## src/rtl/md_pad_pkg.sv

```systemverilog
// Shared types and default timing for the memory-data pad sequencer.
package md_pad_pkg;

    typedef enum logic [2:0] {
        IDLE   = 3'd0,
        DRIVE  = 3'd1,
        TURN   = 3'd2,
        RDWAIT = 3'd3,
        RESP   = 3'd4
    } md_seq_state_e;

    localparam int MD_W      = 8;
    localparam int MD_WR_CYC = 2;
    localparam int MD_TA_CYC = 1;
    localparam int MD_RD_DLY = 2;

    // Enough bits for the largest phase length, plus headroom.
    function automatic int md_cnt_w(input int a, input int b, input int c);
        int m;
        m = a;
        if (b > m) m = b;
        if (c > m) m = c;
        return $clog2(m) + 1;
    endfunction

endpackage

```

## src/rtl/md_pad_cnt.sv

```systemverilog
// Loadable down-counter with zero flag; holds at zero.
module md_pad_cnt #(
    parameter int CW = 2
) (
    input  logic          clk,
    input  logic          rst_n,
    input  logic          i_load,
    input  logic [CW-1:0] i_val,
    input  logic          i_dec,
    output logic          o_zero
);

    logic [CW-1:0] r_cnt;

    always_ff @(posedge clk or negedge rst_n) begin
        if (!rst_n) begin
            r_cnt <= '0;
        end else if (i_load) begin
            r_cnt <= i_val;
        end else if (i_dec && (r_cnt != '0)) begin
            r_cnt <= r_cnt - 1'b1;
        end
    end

    assign o_zero = (r_cnt == '0);

endmodule

```

## src/rtl/md_pad_seq.sv

```systemverilog
// Request sequencer for the memory-data pad: timed write drive,
// bus turnaround and delayed read sampling with a response handshake.
module md_pad_seq
    import md_pad_pkg::*;
#(
    parameter int W      = MD_W,
    parameter int WR_CYC = MD_WR_CYC,
    parameter int TA_CYC = MD_TA_CYC,
    parameter int RD_DLY = MD_RD_DLY
) (
    input  logic           clk,
    input  logic           rst_n,
    input  logic           req_valid,
    output logic           req_ready,
    input  logic           req_write,
    input  logic [W-1:0]   req_wdata,
    output logic [W-1:0]   pin_out,
    output logic           pin_outen,
    input  logic [2*W-1:0] pin_in,
    output logic           rsp_valid,
    input  logic           rsp_ready,
    output logic [2*W-1:0] rsp_rdata,
    output logic           busy
);

    localparam int CW = md_cnt_w(WR_CYC, TA_CYC, RD_DLY);
    localparam logic [CW-1:0] LD_WR = CW'(WR_CYC - 1);
    localparam logic [CW-1:0] LD_TA = CW'(TA_CYC - 1);
    localparam logic [CW-1:0] LD_RD = CW'(RD_DLY - 1);

    md_seq_state_e r_state;
    md_seq_state_e w_nxt;

    logic           r_outen;
    logic [W-1:0]   r_out;
    logic           r_rv;
    logic [2*W-1:0] r_rdata;
    logic           r_ready;

    logic           w_outen_nxt;
    logic [W-1:0]   w_out_nxt;
    logic           w_rv_nxt;
    logic [2*W-1:0] w_rd_nxt;
    logic           w_ready_nxt;
    logic           w_ld;
    logic [CW-1:0]  w_ldv;
    logic           w_dec;
    logic           w_zero;
    logic           w_acc;

    assign w_acc = req_valid && r_ready;

    md_pad_cnt #(.CW(CW)) u_cnt (
        .clk    (clk),
        .rst_n  (rst_n),
        .i_load (w_ld),
        .i_val  (w_ldv),
        .i_dec  (w_dec),
        .o_zero (w_zero)
    );

    always_ff @(posedge clk or negedge rst_n) begin
        if (!rst_n) begin
            r_state <= IDLE;
        end else begin
            r_state <= w_nxt;
        end
    end

    always_comb begin
        w_nxt       = r_state;
        w_ld        = 1'b0;
        w_ldv       = '0;
        w_dec       = 1'b0;
        w_outen_nxt = 1'b0;
        w_out_nxt   = r_out;
        w_rv_nxt    = r_rv;
        w_rd_nxt    = r_rdata;
        case (r_state)
            IDLE: begin
                if (w_acc && req_write) begin
                    w_nxt       = DRIVE;
                    w_ld        = 1'b1;
                    w_ldv       = LD_WR;
                    w_outen_nxt = 1'b1;
                    w_out_nxt   = req_wdata;
                end else if (w_acc) begin
                    w_nxt = RDWAIT;
                    w_ld  = 1'b1;
                    w_ldv = LD_RD;
                end
            end
            DRIVE: begin
                if (w_zero) begin
                    w_nxt = TURN;
                    w_ld  = 1'b1;
                    w_ldv = LD_TA;
                end else begin
                    w_outen_nxt = 1'b1;
                    w_dec       = 1'b1;
                end
            end
            TURN: begin
                if (w_zero) w_nxt = IDLE;
                else        w_dec = 1'b1;
            end
            RDWAIT: begin
                if (w_zero) begin
                    w_nxt    = RESP;
                    w_rv_nxt = 1'b1;
                    w_rd_nxt = pin_in;
                end else begin
                    w_dec = 1'b1;
                end
            end
            RESP: begin
                if (rsp_ready) begin
                    w_nxt    = IDLE;
                    w_rv_nxt = 1'b0;
                end
            end
            default: begin
                w_nxt     = IDLE;
                w_out_nxt = '0;
                w_rv_nxt  = 1'b0;
                w_rd_nxt  = '0;
            end
        endcase
        // Registered so it reads 0 while reset is held.
        w_ready_nxt = (w_nxt == IDLE) && !w_rv_nxt;
    end

    always_ff @(posedge clk or negedge rst_n) begin
        if (!rst_n) begin
            r_outen <= 1'b0;
            r_out   <= '0;
            r_rv    <= 1'b0;
            r_rdata <= '0;
            r_ready <= 1'b0;
        end else begin
            r_outen <= w_outen_nxt;
            r_out   <= w_out_nxt;
            r_rv    <= w_rv_nxt;
            r_rdata <= w_rd_nxt;
            r_ready <= w_ready_nxt;
        end
    end

    assign pin_outen = r_outen;
    assign pin_out   = r_out;
    assign rsp_valid = r_rv;
    assign rsp_rdata = r_rdata;
    assign req_ready = r_ready;
    assign busy      = (r_state != IDLE);

endmodule

```

## config.mk

```make
export PLATFORM = sky130hd
export DESIGN_NAME = md_pad_seq
export DESIGN_NICKNAME = d
export VERILOG_FILES = /design/src/rtl/md_pad_pkg.sv /design/src/rtl/md_pad_cnt.sv /design/src/rtl/md_pad_seq.sv
export SDC_FILE = /design/constraint.sdc
export NUM_CORES = 1
export LEC_CHECK = 0
export BUFFER_PORTS_ARGS = -buffer_cell sky130_fd_sc_hd__buf_2
export CORE_MARGIN = 5
export CORE_UTILIZATION = 50
export DETAILED_ROUTE_END_ITERATION = 8
export PLACE_DENSITY = 0.92
export SYNTH_ARGS = -nofsm -noshare
export SYNTH_HDL_FRONTEND = slang
export SYNTH_HIERARCHICAL = 1
export SYNTH_SLANG_ARGS = --single-unit
```

## constraint.sdc

```tcl
create_clock -name clk -period 2.45 [get_ports clk]
set_input_delay 0.49 -clock clk [delete_from_list [all_inputs] [get_ports clk]]
set_output_delay 0.49 -clock clk [all_outputs]
set_load 0.05 [all_outputs]
```

==> results_dict.tcl <==
set metrics [dict create \
    synth_cells 135 \
    root_buffer "clkbuf_4" \
    finalHoldViolations 0 \
    stdcell_area_mm2 0.00175 \
    fin_tns_setup_ns 0 \
    dp_hpwl_um 2350 \
    synth_top_family_by_area "compound AO/OA/AOI/OAI gates" \
    vias 1178 \
    maxSlewViolCount 0 \
    leakagePower_nw 0.922 \
    drtIter0Drc 29 \
    cts_resized 0 \
    grt_max_degree 33 \
    synth_seq_cells 32 \
    critPathMaxFanout 13 \
    dpl_cell_area_mm2 0.00170 \
    grt_pass1_wl_um 5150 \
    core_area_mm2 0.00276 \
    cts_buffers 5 \
    crit_type "flop to output pin" \
    grtUsageTotal_pct 16.0 \
    path_clk_slew_ns 0.10 \
    rsz0062_at_grt "no" \
    ys_types 32 \
    dp.cells 214 \
    critPathBufInv 1 \
    start_util_pct 51.9 \
    clkLatencyLatePin_ns 0.32 \
    antenna_found_initial 0 \
    worst_ep_required_time_ns 1.96 \
    diodes 0 \
    multi_input_area_um2 498 \
    area_growth_pct 22.1 \
    cts_hold_buf 0 \
    hp-class "primary input to asynchronous set/reset pin" \
    wl_per_cell_um 13.9 \
    drv_cap 0 \
    fin_crit_sh_pct 81.5 \
    die_area_mm2 0.00403 \
    cp_top_family "flip-flops" \
    via_per_inst 5.33 \
    slowest_delay_ns 0.53 \
    powerDensity_mw_per_mm2 524 \
    drive_above_1_share_pct 37.4 \
    fin_skew_ns 0.00435 \
    row_count 19 \
    finalCriticalPeriod_ns 2.00 \
    r2r-start "u_cnt/r_cnt[0]" \
    post_cts_buffers 0 \
    cts_tree "built" \
    synth.yosys.seq_area_share_pct 56.0 \
    yosys-mux-area-fraction_pct 0.787 \
    start_kind "flop" \
    synth_warnings 6 \
    drc_errors 0 \
    startpoint "r_state[2]" \
    fin_cells 221 \
    synth_area_leaders "dfrtp_1, o21ai_0, nand3_1" \
    die_y_um 63.5 \
    relSlewSlack_pct 55.2 \
    ir_worst_vdd_mv 0.442 \
    fmax_mhz 501 \
    path_cells "or3_4 > buf_2" \
    tightestPinTransition_ns 0.672 \
    chipWidth_um 63.5 \
    outcome "completed" \
    syn_nets 165 \
    ios 57 \
    synth_compound_area_share_pct 17.7 \
    postRouteAntennaNets 0 \
    numClockSinks 32 \
    syn_area_mm2 0.00143 \
    io_buffers 56 \
    synth_simple_gate_area_share_pct 15.2 \
    crit_slowest_cell "dfrtp_1" \
    grt_remaining_overflow 0 \
    avgSynthCellArea_um2 10.6 \
    synth_top_cell_area_share_pct 56.0 \
    crit_path_end_kind "output pin" \
    synthAdderAreaFrac_pct 0.875 \
    nets 220 \
    arrival_ns 1.51 \
    wl_um 3070 \
    seqCellArea_um2 801 \
    htree_levels 2 \
    globalplace.congestion 0.785 \
    grt_pass1_vias 1151 \
    dr.pass1.iters 4 \
    yosysTopAreaCell "dfrtp_1" \
    cts_buffer_depth 2 \
    synth_xor_area_share_pct 0 \
    setup_viol_count_final 0 \
    nFillCells 244 \
]
[final timing paths]
check,cells past startpoint,end,slack (ns)
worst max-delay path,2,busy,0.45
worst min-delay path,1,u_cnt/r_cnt[0],0.20
worst max register to register,6,u_cnt/r_cnt[1],0.64
worst min register to register,1,pin_out[6],0.50
max in group asynchronous,1,pin_out[7],1.82
min in group clk,3,rsp_rdata[0],0.39
[area by class of cell]
type                    instances  share of cell area, %
flip-flops and latches         32                   45.8
inverters                      21                   4.51
well taps                      31                   2.22
multi-input cells              74                   28.5
repair buffers                 56                   16.0
clock inverters                 2                  0.716
clock buffers                   5                   2.15
[power by group]
part | leakage (nW) | switching, mW | total (mW) | internal (mW)
registers | 0.355 | 0.00549 | 0.547 | 0.541
clock network | 0.0271 | 0.168 | 0.272 | 0.104
logic | 0.540 | 0.0553 | 0.0957 | 0.0404
total | 0.922 | 0.229 | 0.915 | 0.686
[through the flow]
stage,worst slack (ns),total power [mW],hold WS (ns),util (%)
floorplan,0.863,0.609,0.194,-
global placement,0.724,0.651,0.479,61.5
detailed placement,0.654,0.653,0.481,61.5
CTS,0.440,0.926,0.205,63.3
global route,0.374,0.974,0.243,63.3
finish,0.454,0.915,0.198,63.3
[layout by cell type (no fill, tap or decap), drive strengths merged, types with 2 or more instances in the layout]
| cell type | instances |
|---|---|
| clkbuf | 5 |
| or4b | 3 |
| nor3 | 2 |
| o21ai | 18 |
| inv | 21 |
| a22o | 10 |
| buf | 56 |
| nand2 | 4 |
| nand3 | 17 |
| dfrtp | 32 |
| nor2 | 3 |
[synthesized netlist by cell type]
cell      instances
dfrtp_1          32
inv_1            21
o21ai_0          18
nand3_1          17
a22o_1            9
clkbuf_1          4
nand2_1           4
buf_4             2
buf_6             2
nor2_1            2
nor3_1            2
or4b_1            2
a21o_1            1
a21oi_4           1
a22o_2            1
a31oi_1           1
a32oi_1           1
and3b_2           1
conb_1            1
ha_1              1
mux2_2            1
nand4b_1          1
nor2_8            1
nor2b_1           1
nor4_1            1
o211ai_2          1
o22ai_1           1
o311ai_0          1
o31ai_1           1
or2b_1            1
or3_4             1
or4b_2            1
[flip-flops by register name, summed over array words and instances, names as in the netlist]
name	cells
pin_out	8
pin_outen	1
r_state	3
req_ready	1
rsp_rdata	16
rsp_valid	1
u_cnt/r_cnt	2
[cells by family after synthesis]
group           count (synthesis)
compound gates                 36
simple gates                   35
flops                          32
buf+inv                        29
mux                             1
fa+ha+maj                       1
other cells                     1
[metal layers]
metal / part of all wire, % / track usage (%) / wire length [um]
met1: 38 / 17.8 / 1170
met2: 56 / 28.4 / 1730
met3: 5.0 / 6.22 / 154
met4: 0.52 / 3.90 / 16
met5: 0 / 0 / 0
(Power assumes the default switching activity.)
